File: src/rtl/countdown_pkg.sv
// countdown_pkg: shared state encoding, digit widths and digit maxima for the
// mm:ss BCD countdown timer.
package countdown_pkg;

    // Top-level timer states.
    typedef enum logic [1:0] {
        ST_IDLE  = 2'd0,
        ST_RUN   = 2'd1,
        ST_PAUSE = 2'd2,
        ST_DONE  = 2'd3
    } state_t;

    // Digit widths: BCD digits are 4 bits, seconds tens only needs 3.
    localparam int DIGIT_W      = 4;
    localparam int SEC_TENS_W   = 3;

    // Largest legal value of each digit kind.
    localparam int ONES_MAX     = 9;
    localparam int SEC_TENS_MAX = 5;
    localparam int MIN_TENS_MAX = 9;

endpackage

File: src/rtl/countdown_timer_down_digit.sv
// down_digit: one modulo-(MAX+1) down-counting digit with a synchronous
// clamped load and a combinational borrow output for chaining.
module down_digit #(
    parameter int WIDTH = 4,
    parameter int MAX   = 9
) (
    input  logic             sysClk,
    input  logic             sysRst,
    input  logic             load,
    input  logic [WIDTH-1:0] loadVal,
    input  logic             dec,
    output logic [WIDTH-1:0] q,
    output logic             borrowOut
);

    localparam logic [WIDTH-1:0] MAX_V = WIDTH'(MAX);

    logic [WIDTH-1:0] q_q;
    logic [WIDTH-1:0] q_d;

    // Next digit value: load (clamped to MAX) beats a decrement; 0 wraps to MAX.
    always_comb begin
        q_d = q_q;
        if (load) begin
            q_d = (loadVal > MAX_V) ? MAX_V : loadVal;
        end else if (dec) begin
            q_d = (q_q == '0) ? MAX_V : (q_q - WIDTH'(1));
        end
    end

    // Digit register with asynchronous clear.
    always_ff @(posedge sysClk or posedge sysRst) begin
        if (sysRst) begin
            q_q <= '0;
        end else begin
            q_q <= q_d;
        end
    end

    assign q         = q_q;
    assign borrowOut = dec & (q_q == '0);

endmodule

File: src/rtl/countdown_timer.sv
// countdown_timer: mm:ss BCD countdown with an internal one-second prescaler,
// IDLE/RUN/PAUSE/DONE control and a one-cycle expiry pulse at 00:00.
// Optional feature macro COUNTDOWN_AUTORELOAD_EN: keep the last loaded preset
// in a shadow register and restart from it on expiry instead of stopping.
module countdown_timer
    import countdown_pkg::*;
#(
    parameter int TICK_DIV = 10,
    parameter int PRE_W    = 16
) (
    input  logic                  sysClk,
    input  logic                  sysRst,
    input  logic                  load,
    input  logic                  start,
    input  logic                  pause,
    input  logic [DIGIT_W-1:0]    presetMinTens,
    input  logic [DIGIT_W-1:0]    presetMinOnes,
    input  logic [SEC_TENS_W-1:0] presetSecTens,
    input  logic [DIGIT_W-1:0]    presetSecOnes,
    output logic [DIGIT_W-1:0]    minTens,
    output logic [DIGIT_W-1:0]    minOnes,
    output logic [SEC_TENS_W-1:0] secTens,
    output logic [DIGIT_W-1:0]    secOnes,
    output logic                  running,
    output logic                  done,
    output logic                  expired
);

    localparam logic [PRE_W-1:0] TICK_LAST = PRE_W'(TICK_DIV - 1);

    state_t           state_q, state_d;
    logic [PRE_W-1:0] pre_q, pre_d;
    logic             running_q, running_d;
    logic             done_q, done_d;
    logic             expired_q, expired_d;

    logic                  load_accept;
    logic                  dec_en;
    logic                  digit_load;
    logic [DIGIT_W-1:0]    ld_min_tens, ld_min_ones, ld_sec_ones;
    logic [SEC_TENS_W-1:0] ld_sec_tens;
    logic                  so_borrow, st_borrow, mo_borrow, unused_top_borrow;
    logic                  time_zero, time_one, tick;

    assign time_zero = (minTens == '0) && (minOnes == '0) && (secTens == '0) && (secOnes == '0);
    assign time_one  = (minTens == '0) && (minOnes == '0) && (secTens == '0) && (secOnes == DIGIT_W'(1));
    assign tick      = (pre_q == TICK_LAST);

`ifdef COUNTDOWN_AUTORELOAD_EN
    logic                  reload;
    logic [DIGIT_W-1:0]    sh_min_tens_q, sh_min_ones_q, sh_sec_ones_q;
    logic [SEC_TENS_W-1:0] sh_sec_tens_q;

    // Shadow copy of the most recently accepted preset, used to restart on expiry.
    always_ff @(posedge sysClk or posedge sysRst) begin
        if (sysRst) begin
            sh_min_tens_q <= '0;
            sh_min_ones_q <= '0;
            sh_sec_tens_q <= '0;
            sh_sec_ones_q <= '0;
        end else if (load_accept) begin
            sh_min_tens_q <= presetMinTens;
            sh_min_ones_q <= presetMinOnes;
            sh_sec_tens_q <= presetSecTens;
            sh_sec_ones_q <= presetSecOnes;
        end
    end

    assign reload      = dec_en & time_one;
    assign digit_load  = load_accept | reload;
    assign ld_min_tens = reload ? sh_min_tens_q : presetMinTens;
    assign ld_min_ones = reload ? sh_min_ones_q : presetMinOnes;
    assign ld_sec_tens = reload ? sh_sec_tens_q : presetSecTens;
    assign ld_sec_ones = reload ? sh_sec_ones_q : presetSecOnes;
`else
    assign digit_load  = load_accept;
    assign ld_min_tens = presetMinTens;
    assign ld_min_ones = presetMinOnes;
    assign ld_sec_tens = presetSecTens;
    assign ld_sec_ones = presetSecOnes;
`endif

    // Control: next state, prescaler, load acceptance, decrement request and expiry.
    always_comb begin
        state_d     = state_q;
        pre_d       = pre_q;
        expired_d   = 1'b0;
        load_accept = 1'b0;
        dec_en      = 1'b0;
        case (state_q)
            ST_IDLE: begin
                pre_d = '0;
                if (load) begin
                    load_accept = 1'b1;
                end else if (start && !time_zero) begin
                    state_d = ST_RUN;
                end
            end
            ST_RUN: begin
                if (pause) begin
                    state_d = ST_PAUSE;
                end else if (tick) begin
                    pre_d = '0;
                    if (!time_zero) begin
                        dec_en = 1'b1;
                        if (time_one) begin
                            expired_d = 1'b1;
`ifndef COUNTDOWN_AUTORELOAD_EN
                            state_d   = ST_DONE;
`endif
                        end
                    end
                end else begin
                    pre_d = pre_q + PRE_W'(1);
                end
            end
            ST_PAUSE: begin
                if (load) begin
                    load_accept = 1'b1;
                    state_d     = ST_IDLE;
                    pre_d       = '0;
                end else if (start) begin
                    state_d = ST_RUN;
                end
            end
            ST_DONE: begin
                pre_d = '0;
                if (load) begin
                    load_accept = 1'b1;
                    state_d     = ST_IDLE;
                end
            end
            default: begin
                state_d = ST_IDLE;
                pre_d   = '0;
            end
        endcase
        running_d = (state_d == ST_RUN);
        done_d    = (state_d == ST_DONE);
    end

    // Control registers, including the registered status outputs.
    always_ff @(posedge sysClk or posedge sysRst) begin
        if (sysRst) begin
            state_q   <= ST_IDLE;
            pre_q     <= '0;
            running_q <= 1'b0;
            done_q    <= 1'b0;
            expired_q <= 1'b0;
        end else begin
            state_q   <= state_d;
            pre_q     <= pre_d;
            running_q <= running_d;
            done_q    <= done_d;
            expired_q <= expired_d;
        end
    end

    // Borrow chain: seconds ones -> seconds tens -> minutes ones -> minutes tens.
    down_digit #(.WIDTH(DIGIT_W), .MAX(ONES_MAX)) u_sec_ones (
        .sysClk(sysClk), .sysRst(sysRst), .load(digit_load), .loadVal(ld_sec_ones),
        .dec(dec_en), .q(secOnes), .borrowOut(so_borrow)
    );
    down_digit #(.WIDTH(SEC_TENS_W), .MAX(SEC_TENS_MAX)) u_sec_tens (
        .sysClk(sysClk), .sysRst(sysRst), .load(digit_load), .loadVal(ld_sec_tens),
        .dec(so_borrow), .q(secTens), .borrowOut(st_borrow)
    );
    down_digit #(.WIDTH(DIGIT_W), .MAX(ONES_MAX)) u_min_ones (
        .sysClk(sysClk), .sysRst(sysRst), .load(digit_load), .loadVal(ld_min_ones),
        .dec(st_borrow), .q(minOnes), .borrowOut(mo_borrow)
    );
    // Top digit never borrows since 00:00 is never decremented.
    down_digit #(.WIDTH(DIGIT_W), .MAX(MIN_TENS_MAX)) u_min_tens (
        .sysClk(sysClk), .sysRst(sysRst), .load(digit_load), .loadVal(ld_min_tens),
        .dec(mo_borrow), .q(minTens), .borrowOut(unused_top_borrow)
    );

    assign running = running_q;
    assign done    = done_q;
    assign expired = expired_q;

endmodule
File: config.mk
export PLATFORM = sky130hd
export DESIGN_NAME = countdown_timer
export DESIGN_NICKNAME = d
export VERILOG_FILES = /design/src/rtl/countdown_pkg.sv /design/src/rtl/countdown_timer_down_digit.sv /design/src/rtl/countdown_timer.sv
export SDC_FILE = /design/constraint.sdc
export NUM_CORES = 1
export LEC_CHECK = 0
export BUFFER_PORTS_ARGS = -buffer_cell sky130_fd_sc_hd__clkbuf_2
export CAP_MARGIN = 20
export CORE_UTILIZATION = 35
export DETAILED_ROUTE_END_ITERATION = 8
export GPL_TIMING_DRIVEN = 0
export PLACE_DENSITY_LB_ADDON = 0.1
export SLEW_MARGIN = 20
export SYNTH_ARGS = -nofsm -noshare
export SYNTH_HDL_FRONTEND = slang
export SYNTH_HIERARCHICAL = 1
export SYNTH_SLANG_ARGS = --single-unit
File: constraint.sdc
create_clock -name sysClk -period 9.3 [get_ports sysClk]
set_input_delay 1.395 -clock sysClk [delete_from_list [all_inputs] [get_ports sysClk]]
set_output_delay 1.395 -clock sysClk [all_outputs]
set_load 0.02 [all_outputs]
After elaboration in Yosys (flattened, before gate mapping). Cells that the tools add are included.

Flip-flop bits (word level): 36. Output and inout bits: 18.

Add/sub/neg operators: 5. Magnitude comparators: 4. Equality and inequality tests: 9. Multiplexer cells: 41. Bitwise operators: 3. Reduce and logical (&&, ||, !) cells: 18.

Operators by type and width (number): 16-bit 2-to-1 mux (3); 4-bit 2-to-1 mux (12); 16-bit case mux with 3 select lines (1); 2-bit 2-to-1 mux (9); 16-bit by 1-bit adder with 16-bit output, second input constant (1); 16-bit by 4-bit equality test with 1-bit output, second input constant (1); 4-bit greater-than comparator, second input constant (3); 4-bit logical NOT (3); 3-bit 2-to-1 mux (4); 4-bit by 1-bit subtractor with 4-bit output, second input constant (3); 1-bit 2-to-1 mux (11); 2-bit case mux with 4 select lines (1); 2-bit nonzero test (4); 2-bit equality test, second input constant (3); 1-bit logical AND (5); 2-bit by 1-bit equality test with 1-bit output, second input constant (2); 4-bit by 1-bit equality test with 1-bit output, second input constant (1); 2-bit inequality test, second input constant (2); 1-bit AND (3); 3-bit greater-than comparator, second input constant (1); 3-bit logical NOT (1); 3-bit OR reduction (1); 3-bit by 1-bit subtractor with 3-bit output, second input constant (1); 2-bit logical NOT (1); other kinds (3) (3).

Depth between registers and ports, before layout.
Depth in word-level cells: 13. Gate-level depth with buffers: 14. Gate-level depth less buffers: 14.

Cells and area by module. The synthesis kept the hierarchy.

By module, submodules not included: countdown_timer (instances 1, cells each 134, area each 1216.2 um2, seq. area each 525.5 um2); down_digit at u_min_ones ... (instances 3, cells each 25, area each 251.5 um2, seq. area each 100.1 um2); down_digit at u_sec_tens (instances 1, cells each 20, area each 193.9 um2, seq. area each 75.1 um2).

Worst setup path after synthesis. Ideal clock, no wire load.

Path kind: input -> register. From: in pause. To: reg u_min_tens.q_q[1], in the netlist u_min_tens/q[1]. Library setup time: 0.087 ns. Data arrival time: 3.939 ns. Setup slack: 5.274 ns. Stages on the path: 9. Cell sequence: a211oi_1 nor4b_4 nor2b_1 and2_1 nor4b_4 nor2b_1 nand2b_4 or3_1 a22oi_1.

Word-level cells in the longest chain between the ends: 6.

Ends and longest elaborated chain: start, declared (line countdown_timer.sv:15) `input logic pause,`; 1-bit 2-to-1 mux (line countdown_timer.sv:100) `if (pause) begin`; 1-bit 2-to-1 mux (line countdown_timer.sv:90) `case (state_q)`; 1-bit AND (line countdown_timer_down_digit.sv:41) `assign borrowOut = dec & (q_q == '0);`; named net so_borrow (line countdown_timer.sv:42) `logic so_borrow, st_borrow, mo_borrow, unused_top_borrow;`; 1-bit AND (line countdown_timer_down_digit.sv:41); named net st_borrow (line countdown_timer.sv:42); 1-bit AND (line countdown_timer_down_digit.sv:41); named net mo_borrow (line countdown_timer.sv:42); 2-bit nonzero test (no line); end signal, assigned (line countdown_timer_down_digit.sv:36) `q_q <= q_d;`; end, declared (line countdown_timer_down_digit.sv:18) `logic [WIDTH-1:0] q_q;`.

The timed path passes the listed nets, and every way through them passes these cells. A chain may end at the register's enable or synchronous reset.

Final worst setup path.
From: reg pre_q[6]. To: reg u_min_tens.q_q[1], in the netlist u_min_tens/q[1].

Word-level cells in the longest chain between the ends: 8.

Ends and longest elaborated chain: start, declared (line countdown_timer.sv:32) `logic [PRE_W-1:0] pre_q, pre_d;`; start signal, assigned (line countdown_timer.sv:152) `pre_q <= pre_d;`; 16-bit by 4-bit equality test with 1-bit output (line countdown_timer.sv:47) `assign tick = (pre_q == TICK_LAST);`; 1-bit 2-to-1 mux (line countdown_timer.sv:102) `end else if (tick) begin`; 1-bit 2-to-1 mux (line countdown_timer.sv:100); 1-bit 2-to-1 mux (line countdown_timer.sv:90); named net dec_en (line countdown_timer.sv:38) `logic dec_en;`; 1-bit AND (line countdown_timer_down_digit.sv:41); named net so_borrow (line countdown_timer.sv:42); 1-bit AND (line countdown_timer_down_digit.sv:41); named net st_borrow (line countdown_timer.sv:42); 1-bit AND (line countdown_timer_down_digit.sv:41); named net mo_borrow (line countdown_timer.sv:42); 2-bit nonzero test (no line).

The timed path passes the listed nets, and every way through them passes these cells.

==> results.json <==
{
  "layout_commonest_cell": "clkbuf_2",
  "port_buffers": 37,
  "synth_cells": 228,
  "hpwl_mm": 3.56,
  "start_util": 0.365,
  "syn-num-nets": 251,
  "drive_gt1_frac": 0.201,
  "vias": 1850,
  "worstHoldStart": "pre_q[15]",
  "worst_pin_slew_ns": 0.868,
  "dieArea_sq_um": 6480,
  "arrival_ns": 4.66,
  "cp_max_fo": 8,
  "min_delay_path_depth": 2,
  "synth_area_sq_um": 2160,
  "final_hold_viol_count": 0,
  "critPathCaptureType": "flip-flop",
  "setup_viol": 0,
  "syn_to_final_growth_pct": 17.1,
  "rsz0062_at_grt": "no",
  "yosysWarnings": 6,
  "cts_root_buf": "clkbuf_8",
  "hold_path_end": "pre_q[15]",
  "ir_drop_mv": 0.123,
  "cts_tree": "done",
  "n_fill_cell": 588,
  "ios": 38,
  "hold_ws_ns": 0.575,
  "antenna_left": 0,
  "finalMaxSlewViolations": 0,
  "fin_nets": 295,
  "insertion_delay_ns": 0.30,
  "grt_max_degree": 22,
  "cap_violations": 0,
  "multi_input_area_sq_um": 1200,
  "tns_ns": 0,
  "drtIter0Drc": 71,
  "globalplace.congestion": 0.807,
  "postCtsSetupRepairBufs": 0,
  "r2r_slack_ns": 4.86,
  "layout_common_cells": "37 x clkbuf_2, 36 x dfrtp_1, 18 x o21ai_0, 16 x nand2_1, 14 x nor2_1",
  "row_count": 28,
  "fin_crit_ns": 4.44,
  "core_area_sq_um": 5920,
  "power_density_nw_per_um2": 253,
  "drc": 0,
  "seq_area_sq_um": 901,
  "numCtsBuffers": 5,
  "crit_type": "reg -> reg",
  "reg2reg_depth": 13,
  "outcome": "finished, final reports clean",
  "critPathLaunchType": "flip-flop",
  "max_slew_margin": 0.421,
  "grt_pass1_vias": 1765,
  "via_per_inst": 5.32,
  "routed_wl_mm": 4.83,
  "avgSynthCellArea_sq_um": 9.47,
  "dieHeight_um": 80.5,
  "cts-hold-fix-buffers": 0,
  "grt_overflow": 0,
  "r2r_start": "pre_q[6]",
  "ctsHtreeMaxLevel": 2,
  "hp-class": "reg -> reg",
  "grtUsageTotal": 0.171,
  "cts_resized": 0,
  "r2r_end": "u_min_tens/q[1]",
  "fin_crit_sh": 0.478,
  "p_leak_nw": 1.03,
  "clock_sinks": 36,
  "clkTransAtPathRegs_ns": 0.08,
  "drt-pass1-iter-count": 4,
  "routedWlPerCell_um": 13.9,
  "clockBufferDepth": 2,
  "max_freq_mhz": 225,
  "required_ns": 9.51,
  "antenna_found_initial": 0,
  "die_w_um": 80.5,
  "num_antenna_cells": 0,
  "grt_pass1_wl_mm": 8.45,
  "skew_ns": 0.00716
}
-- cell type report --
type                            count  area share
Buffer                              6     0.00941
Clock buffer                        8      0.0356
Inverter                           10      0.0149
Multi-Input combinational cell    176       0.473
Sequential cell                    36       0.356
Tap cell                           75      0.0371
Timing Repair Buffer               37      0.0733
-- power by group --
part           total [W]  switching (W)  internal, W  leakage (nW)
Combinational   0.000251       0.000151    0.0000995         0.512
Clock           0.000120      0.0000595    0.0000605        0.0455
Sequential      0.000269      0.0000704     0.000199         0.469
-- stage by stage --
| stage | cells | cell area (sq um) | power [W] | setup slack [ns] | utilization |
|---|---|---|---|---|---|
| global route | 348 | 2530 | 0.000690 | 4.39 | 0.427 |
| CTS | 348 | 2530 | 0.000648 | 4.85 | 0.427 |
| global placement | 340 | 2440 | 0.000527 | 4.74 | 0.412 |
| floorplan | 228 | 2160 | 0.000438 | 5.27 | - |
| finish | 348 | 2530 | 0.000640 | 4.86 | 0.427 |
| detailed placement | 340 | 2440 | 0.000527 | 4.76 | 0.412 |
-- worst max-delay path: stages (launching register included) --
cell      delay (ns)
dfrtp_1         0.36
clkbuf_1        0.18
nor4_1          0.41
and4_1          0.32
nand2_1         0.09
a211oi_1        0.59
nor4b_4         0.40
nor2b_1         0.41
and2_1          0.30
nor4b_4         0.30
nor2b_1         0.39
nand2b_4        0.08
or3_1           0.35
a22oi_1         0.17
-- flip-flops by register name, summed over array words and instances, names as in the netlist --
| register | cells |
|---|---|
| u_sec_ones/q | 4 |
| running | 1 |
| u_min_ones/q | 4 |
| expired | 1 |
| state_q | 2 |
| done | 1 |
| pre_q | 16 |
| u_sec_tens/q | 3 |
| u_min_tens/q | 4 |
-- per-layer routing --
layer,global-route usage,up-vias,share of wire
met4,0.0536,0,0.011
li1,-,934,-
met5,0,-,0
met3,0.0409,5,0.038
met1,0.227,874,0.50
met2,0.272,37,0.46
-- worst max path at each step --
stage / slack, ns / end / from / cells past startpoint
floorplan: 5.27 / u_min_tens/q[1] / pause / 9
global placement: 4.74 / u_min_tens/q[1] / pause / 10
detailed placement: 4.76 / u_min_tens/q[1] / pause / 10
CTS: 4.85 / u_min_tens/q[1] / pre_q[6] / 13
global route: 4.39 / u_min_tens/q[1] / pre_q[6] / 13
finish: 4.86 / u_min_tens/q[1] / pre_q[6] / 13
Note: power is estimated with default switching activity, not from simulation.
